### src/rtl/conv_engine.sv
// 3x3 multi-channel convolution engine with zero padding, ReLU/saturation and optional
// 2x2 max-pool read-back pass over the stored convolution results.
`timescale 1ns/1ps
module conv_engine #(
    parameter int unsigned LOG_W  = 6,
    parameter int unsigned NUM_CH = 2,
    parameter int unsigned DW     = 20
) (
    input  logic                   clk,
    input  logic                   reset,
    input  logic                   ready,
    input  logic                   mode,
    input  logic [NUM_CH*9*DW-1:0] kw,
    input  logic [NUM_CH*DW-1:0]   kb,
    output logic                   busy,
    output logic [2*LOG_W-1:0]     iaddr,
    input  logic [DW-1:0]          idata,
    output logic                   cwr,
    output logic [2*LOG_W-1:0]     caddr_wr,
    output logic [DW-1:0]          cdata_wr,
    output logic                   crd,
    output logic [2*LOG_W-1:0]     caddr_rd,
    input  logic [DW-1:0]          cdata_rd,
    output logic [2:0]             csel
);

    localparam int unsigned AW = 2*DW + 4;
    localparam int unsigned XW = LOG_W + 2;
    localparam int unsigned PW = LOG_W - 1;
    localparam logic [DW-1:0] MaxVal = {1'b0, {(DW-1){1'b1}}};

    localparam logic [2:0] StIdle    = 3'd0;
    localparam logic [2:0] StConvRd  = 3'd1;
    localparam logic [2:0] StConvAcc = 3'd2;
    localparam logic [2:0] StConvWr  = 3'd3;
    localparam logic [2:0] StPoolRd  = 3'd4;
    localparam logic [2:0] StPoolCmp = 3'd5;
    localparam logic [2:0] StPoolWr  = 3'd6;

    logic [2:0]              state_q, state_d;
    logic [NUM_CH*9*DW-1:0]  kw_q;
    logic [NUM_CH*DW-1:0]    kb_q;
    logic                    mode_q;
    logic [LOG_W-1:0]        row_q, col_q;
    logic [1:0]              ch_q;
    logic [3:0]              tap_q;
    logic                    prev_valid_q;
    logic [AW-1:0]           acc_q;
    logic [2*LOG_W-1:0]      iaddr_q;
    logic [PW-1:0]           pr_q, pc_q;
    logic [1:0]              step_q;
    logic [DW-1:0]           max_q, cdata_q;

    // Power-of-two sized tables so the channel/tap counters index them without width games.
    logic [DW-1:0] w_arr [4][16];
    logic [DW-1:0] b_arr [4];

    for (genvar c = 0; c < 4; c++) begin : g_ch
        for (genvar t = 0; t < 16; t++) begin : g_tap
            if (c < NUM_CH && t < 9) begin : g_w
                assign w_arr[c][t] = kw_q[(c*9+t)*DW +: DW];
            end else begin : g_z
                assign w_arr[c][t] = '0;
            end
        end
        if (c < NUM_CH) begin : g_b
            assign b_arr[c] = kb_q[c*DW +: DW];
        end else begin : g_bz
            assign b_arr[c] = '0;
        end
    end

    logic [1:0]          dy, dx;
    logic [XW-1:0]       ty, tx;
    logic                tap_in;
    logic [DW-1:0]       w_sel, b_sel, bigger, result;
    logic [2*DW-1:0]     prod;
    logic [AW-1:0]       term, bias_ext, sum, acc_d;
    logic [DW+7:0]       rounded;
    logic                last_ch, pix_last, pool_last;
    logic                unused_sum;

    always_comb begin
        dy = (tap_q >= 4'd6) ? 2'd2 : (tap_q >= 4'd3) ? 2'd1 : 2'd0;
        dx = 2'(tap_q - 4'(3 * dy));
        ty = {2'b00, row_q} + XW'(dy) - XW'(1);
        tx = {2'b00, col_q} + XW'(dx) - XW'(1);
        tap_in = (ty[XW-1:LOG_W] == 2'b00) && (tx[XW-1:LOG_W] == 2'b00);

        // Product for the tap issued last cycle, whose pixel is on idata now.
        w_sel = w_arr[ch_q][tap_q - 4'd1];
        b_sel = b_arr[ch_q];
        prod  = {{DW{w_sel[DW-1]}}, w_sel} * {{DW{idata[DW-1]}}, idata};
        term  = prev_valid_q ? {{4{prod[2*DW-1]}}, prod} : '0;
        bias_ext = {{(DW+4){b_sel[DW-1]}}, b_sel} << (DW-4);
        acc_d = (tap_q == 4'd0) ? '0 : acc_q + term;
        sum   = acc_q + term + bias_ext;

        rounded = sum[AW-1:DW-4] + (DW+8)'(sum[DW-5]);
        if (sum[AW-1]) begin
            result = '0;
        end else if (rounded > {8'b0, MaxVal}) begin
            result = MaxVal;
        end else begin
            result = rounded[DW-1:0];
        end

        bigger = ($signed(cdata_rd) > $signed(max_q)) ? cdata_rd : max_q;

        last_ch   = (ch_q == 2'(NUM_CH - 1));
        pix_last  = (&row_q) && (&col_q);
        pool_last = (&pr_q) && (&pc_q);
    end

    assign unused_sum = ^sum[DW-6:0];

    always_comb begin
        state_d = state_q;
        case (state_q)
            StIdle:    if (ready) state_d = StConvRd;
            StConvRd:  if (tap_q == 4'd8) state_d = StConvAcc;
            StConvAcc: state_d = StConvWr;
            StConvWr: begin
                if (last_ch && pix_last) state_d = mode_q ? StPoolRd : StIdle;
                else                     state_d = StConvRd;
            end
            StPoolRd:  if (step_q == 2'd3) state_d = StPoolCmp;
            StPoolCmp: state_d = StPoolWr;
            StPoolWr:  state_d = (last_ch && pool_last) ? StIdle : StPoolRd;
            default:   state_d = StIdle;
        endcase
    end

    always_comb begin
        busy     = (state_q != StIdle);
        cwr      = (state_q == StConvWr) || (state_q == StPoolWr);
        crd      = (state_q == StPoolRd);
        iaddr    = (state_q == StConvRd && tap_in) ? {ty[LOG_W-1:0], tx[LOG_W-1:0]} : iaddr_q;
        caddr_wr = '0;
        if (state_q == StConvWr) caddr_wr = {row_q, col_q};
        if (state_q == StPoolWr) caddr_wr = {2'b00, pr_q, pc_q};
        caddr_rd = crd ? {pr_q, step_q[1], pc_q, step_q[0]} : '0;
        case (state_q)
            StIdle:   csel = 3'd0;
            StPoolWr: csel = 3'(1 + NUM_CH) + {1'b0, ch_q};
            default:  csel = 3'd1 + {1'b0, ch_q};
        endcase
        cdata_wr = cdata_q;
    end

    always_ff @(posedge clk or posedge reset) begin
        if (reset) begin
            state_q <= StIdle;
            kw_q <= '0;
            kb_q <= '0;
            mode_q <= 1'b0;
            row_q <= '0;
            col_q <= '0;
            ch_q <= '0;
            tap_q <= '0;
            prev_valid_q <= 1'b0;
            acc_q <= '0;
            iaddr_q <= '0;
            pr_q <= '0;
            pc_q <= '0;
            step_q <= '0;
            max_q <= '0;
            cdata_q <= '0;
        end else begin
            state_q <= state_d;
            iaddr_q <= iaddr;
            case (state_q)
                StIdle: begin
                    if (ready) begin
                        kw_q <= kw;
                        kb_q <= kb;
                        mode_q <= mode;
                        row_q <= '0;
                        col_q <= '0;
                        ch_q <= '0;
                        tap_q <= '0;
                        pr_q <= '0;
                        pc_q <= '0;
                        step_q <= '0;
                    end
                end
                StConvRd: begin
                    tap_q <= tap_q + 4'd1;
                    prev_valid_q <= tap_in;
                    acc_q <= acc_d;
                end
                StConvAcc: cdata_q <= result;
                StConvWr: begin
                    tap_q <= '0;
                    if (last_ch) begin
                        ch_q <= '0;
                        col_q <= col_q + LOG_W'(1);
                        if (&col_q) row_q <= row_q + LOG_W'(1);
                    end else begin
                        ch_q <= ch_q + 2'd1;
                    end
                end
                StPoolRd: begin
                    step_q <= step_q + 2'd1;
                    if (step_q == 2'd1) max_q <= cdata_rd;
                    else if (step_q != 2'd0) max_q <= bigger;
                end
                StPoolCmp: cdata_q <= bigger;
                StPoolWr: begin
                    pc_q <= pc_q + PW'(1);
                    if (&pc_q) pr_q <= pr_q + PW'(1);
                    if (pool_last) ch_q <= ch_q + 2'd1;
                end
                default: ;
            endcase
        end
    end

endmodule

### config.mk
export PLATFORM = sky130hd
export DESIGN_NAME = conv_engine
export DESIGN_NICKNAME = d
export VERILOG_FILES = /design/src/rtl/conv_engine.sv
export SDC_FILE = /design/constraint.sdc
export NUM_CORES = 2
export LEC_CHECK = 0
export BUFFER_PORTS_ARGS = -buffer_cell sky130_fd_sc_hd__buf_2
export CORE_ASPECT_RATIO = 1.2
export CORE_MARGIN = 2
export CORE_UTILIZATION = 65
export DETAILED_ROUTE_END_ITERATION = 16
export PLACE_DENSITY = 0.87
export SYNTH_ARGS = -nofsm -noshare
export SYNTH_HDL_FRONTEND = slang
export SYNTH_SLANG_ARGS = --single-unit
### constraint.sdc
create_clock -name clk -period 38.4 [get_ports clk]
set_input_delay 5.76 -clock clk [delete_from_list [all_inputs] [get_ports clk]]
set_output_delay 5.76 -clock clk [all_outputs]
set_load 0.03 [all_outputs]
# Word level (Yosys, flattened, before mapping)
# Cells that the tools add are included.
# totals
ff_bits	531
latch_bits	0
mem_bits_rw	0
rom_bits	0
in_bits	444
output_inout_bits	62
elab_cells	143
n_memories	0
# op_classes
add_sub_neg	18
mul	2
div_mod_pow	0
magnitude_cmp	6
eq_ne	17
shift	0
n_mux	48
bitwise_logic	2
reduce_logical	34
# op_table
op	n
$bmux W320 S2	1
$mux W320	2
$mux W20	9
$add A44 B44 Y44	2
$mux W44	2
$bmux W20 S4	1
$mux W12	4
$bmux W20 S2	1
$mul A20 B20 Y40	1
$pmux W20 S2	1
$add A28 B1 Y28	1
$gt A28 B19 Y1 const B	1
$mux W6	4
$pmux W6 S2	2
$pmux W3 S7	1
$gt A20 B20 Y1	1
$pmux W5 S2	2
$mux W3	6
$sub A7 B1 Y8 const B	2
$add A6 B2 Y7	2
$add A6 B1 Y6 const B	2
$pmux W4 S3	1
$reduce_and A3 Y1	4
$reduce_and A6 Y1	2
39 further kinds	72

# Longest topological paths before layout
# logic_depth
depth_word	16
depth_mapped	65
mapped_depth_nobuf	58

# Worst setup path after synthesis
# Ideal clock, no wire load.
# synth_timing
kind	input to register
start	in idata[3]
end	reg cdata_q[2], in the netlist cdata_wr[2]
setup_ns	0.132
arrival_time_ns	17.061
required_ns	38.268
slack_ns	21.207
path_stages	51
n_path_buf	4
cell_sequence	clkbuf_1 > clkbuf_1 > nand2_1 > fa_1 > inv_1 > fa_1 > inv_1 > fa_1 > inv_1 > fa_1 > inv_1 > fa_1 > inv_1 > fa_1 > inv_1 > fa_1 > inv_1 > ha_1 > [... 15 more ...] > nand2b_1 > a21oi_1 > xnor2_1 > ha_1 > o21ai_1 > a21oi_1 > o21ai_1 > a21oi_2 > mux2i_1 > nand2_1 > or3_4 > or4_1 > a211o_1 > a211o_1 > buf_6 > buf_6 > nor3_2 > o21ai_1
# synth_between
elab_chain_cells	9
# synth_lines
item	line	source
from (decl)	17	input logic [DW-1:0] idata,
$mul A20 B20 Y40 *	93	prod = {{DW{w_sel[DW-1]}}, w_sel} * {{DW{idata[DW-1]}}, idata};
$mux W44 *	94	term = prev_valid_q ? {{4{prod[2*DW-1]}}, prod} : '0;
$add A44 B44 Y44 * (2 in series)	97	sum = acc_q + term + bias_ext;
$add A28 B1 Y28	99	rounded = sum[AW-1:DW-4] + (DW+8)'(sum[DW-5]);
$gt A28 B19 Y1	102	end else if (rounded > {8'b0, MaxVal}) begin
$mux W20	102	
$mux W20 *	100	if (sum[AW-1]) begin
$pmux W20 S2 *	172	case (state_q)
to (signal assigned)	192	StConvAcc: cdata_q <= result;
to (signal assigned)	208	StPoolCmp: cdata_q <= bigger;
to (decl)	52	logic [DW-1:0] max_q, cdata_q;
# Every way passes the cells marked *; elsewhere a longest branch is shown, timed or not.
# A chain may end at the register's enable or synchronous reset.

# Worst setup path in the final report
# layout_timing
start	in idata[3]
end	reg cdata_q[17], in the netlist cdata_wr[17]
# The elaborated chain is that of the path after synthesis.

==> results.yml <==
clocking:
  clkLatencyLatePin_ps: 640
  cts_tree: "built"
  cts_buffer_depth: 3
  cts_root_buf: "clkbuf_16"
  clock_sinks: 531
  post_cts_buffers: 0
  cts_resized: 0
  path_clk_slew_ps: 70
  ctsHtreeMaxLevel: 2
  cts_hold_buf: 0
  numCtsBuffers: 52
sta:
  skew_ps: 62.9
  max_freq_ghz: 0.0564
  worst_slew_pin_slew_ps: 1180
  period_needed_ps: 17740
  setup_viol_count_final: 0
  rsz0062_at_grt: "no"
  fin_setup_tns_ps: 0
  slew_headroom: 0.210
  slew_viol_final: 0
  fin_crit_sh: 0.462
  hold_violations: 0
setup_path:
  path_delay_family: "compound AO/OA/AOI/OAI gates"
  r2r_setup_slack_ps: 22180
  end_kind: "flip-flop"
  crit_buf_inv: 9
  timing.rr.start: "ch_q[0]"
  rr_worst_depth: 46
  path_max_fanout: 20
  critPathLaunch: "idata[3]"
  worst-path-stages: 47
  required_ps: 38940
  r2r_end: "cdata_wr[17]"
  worst_path_most_repeated_cell: "inv_1"
  slowest_delay_ps: 920
  cp-start-kind: "input port"
  cp.arrival_ps: 18270
  cp_slowest_cell: "a31oi_2"
  crit_type: "in2reg"
final_layout:
  final_nets: 6418
  layout_common_cells: "nand2_1, inv_1, dfrtp_1"
  area_delta_synth_final_pct: 11.3
  final_area_um2: 49700
  fin_util: 0.728
  drive_gt1_frac: 0.152
  layout_commonest_cell: "nand2_1"
synthesis:
  async_flop_share: 1.00
  ys_warn_count: 0
  synthCells: 4963
  synth.area.mux_share: 0.0723
  yosys_most_used_dff: "dfrtp_1"
  synth_xor_area_frac: 0.0264
  synth_adder_area_share: 0.257
  synth_seq_cells: 531
  synth_area_per_cell_um2: 8.99
  syn-num-nets: 6068
  synth-simple-area-share: 0.199
  yosysUniqueCellTypes: 71
  synth_edf_count: 0
  syn-cell-area_um2: 44600
  synth-seq-area-share: 0.298
  synth_compound_area_frac: 0.0755
  synth_top_family_by_area: "adder cells"
die:
  row_count: 105
  pin_count: 506
  dieArea_um2: 70800
  die_w_um: 243
  coreArea_um2: 68200
  fp.dieH_um: 291
  initial_utilization: 0.655
flow_run:
  maxCapViolations: 0
grt:
  grt.overflow.total: 0
  first_global_vias: 38748
  antenna_found_initial: 35
  grt_max_degree: 236
  grt_pass1_wl_um: 201000
  grt_usage: 0.362
drt:
  drc: 0
  ant_nets: 0
  drt_iter0_drc: 3260
  vias: 36992
  avgViaCountPerCell: 5.88
  wire_per_inst_um: 20.2
  wirelength_um: 127000
  drt-pass1-iter-count: 8
worst_hold_path:
  hold_depth: 2
  hp-class: "reg2reg"
  whs_endpoint: "kw_q[333]"
  hold_start: "kw_q[333]"
placement:
  io_buffers: 505
  place_area_um2: 47700
  hpwl_um: 95300
  globalplace.congestion: 0.973
status:
  run_status: "finished clean"
==> cell usage after synthesis (27+ instances only) <==
cell type  count  share of area
nor2_1       158          0.013
dfrtp_1      531           0.30
inv_1        607          0.051
xnor2_1       89          0.017
mux4_2       100          0.050
and2_1       184          0.026
xor2_1        43         0.0084
fa_1         425           0.19
nor2b_1       46         0.0064
nand2b_1      29         0.0041
a22o_1        36         0.0071
mux2i_1       67          0.015
clkbuf_1     223          0.019
nand3_1       46         0.0052
a21oi_1       98          0.011
o21ai_0      112          0.013
a21o_1        70          0.012
ha_1         236          0.066
nor3_1        33         0.0037
mux2_2        27         0.0068
nand2_1     1504           0.13
==> tightest hold or removal path: cells and delay by family, from the launching register on <==
family | cells | cell delay, ps
DFF | 1 | 340
and+or+nand+nor | 2 | 100
==> worst max-delay path by stage <==
stage | endpoint | slack [ps]
after floorplan | acc_q[0] | 17800
after global placement | cdata_wr[14] | 20480
after detailed placement | cdata_wr[17] | 20130
after CTS | cdata_wr[17] | 20720
after global routing | cdata_wr[17] | 19510
final | cdata_wr[17] | 20660
==> layout make-up <==
type	count	area, µm²
Antenna cell	31	77.6
Clock buffer	67	1440
Clock inverter	29	409
Fill cell	4801	18500
Inverter	607	2290
Multi-Input combinational cell	3579	28200
Sequential cell	531	13300
Tap cell	909	1140
Timing Repair Buffer	542	2840
==> flip-flops by register name (all words and copies together) (netlist names) <==
register / flops
max_q: 20
pr_q: 5
acc_q: 44
kw_q: 360
tap_q: 4
iaddr_q: 12
pc_q: 5
col_q: 6
state_q: 3
row_q: 6
kb_q: 40
prev_valid_q: 1
mode_q: 1
ch_q: 2
cdata_wr: 20
step_q: 2
==> metal layers <==
layer	up-vias	GRT usage	wire length, µm	part of all wire
met1	18382	0.424	43800	0.34
met3	490	0.0575	9010	0.071
li1	16408	-	-	-
met4	14	0.237	9560	0.075
met5	-	0	79	0.00062
met2	1698	0.619	64500	0.51
==> cell families after synthesis <==
| group | count (synthesis) |
|---|---|
| AOI/OAI and AO/OA | 506 |
| and+or+nand+nor | 2085 |
| xor gates and xnor gates | 133 |
| adders and majority gates | 661 |
| muxes | 194 |
| DFF | 531 |
| buffers and inverters | 853 |
==> stage by stage <==
| stage | setup WS, ps | hold slack (ps) | std cells |
|---|---|---|---|
| floorplan | 17800 | 440 | 4963 |
| global placement | 20480 | 452 | 6168 |
| detailed placement | 20130 | 457 | 6168 |
| CTS | 20720 | 473 | 6264 |
| global route | 19510 | 490 | 6289 |
| finish | 20660 | 473 | 6295 |
Power is not shown: default switching activity piles up to over one toggle a cycle in this logic, so the estimate is an artifact.
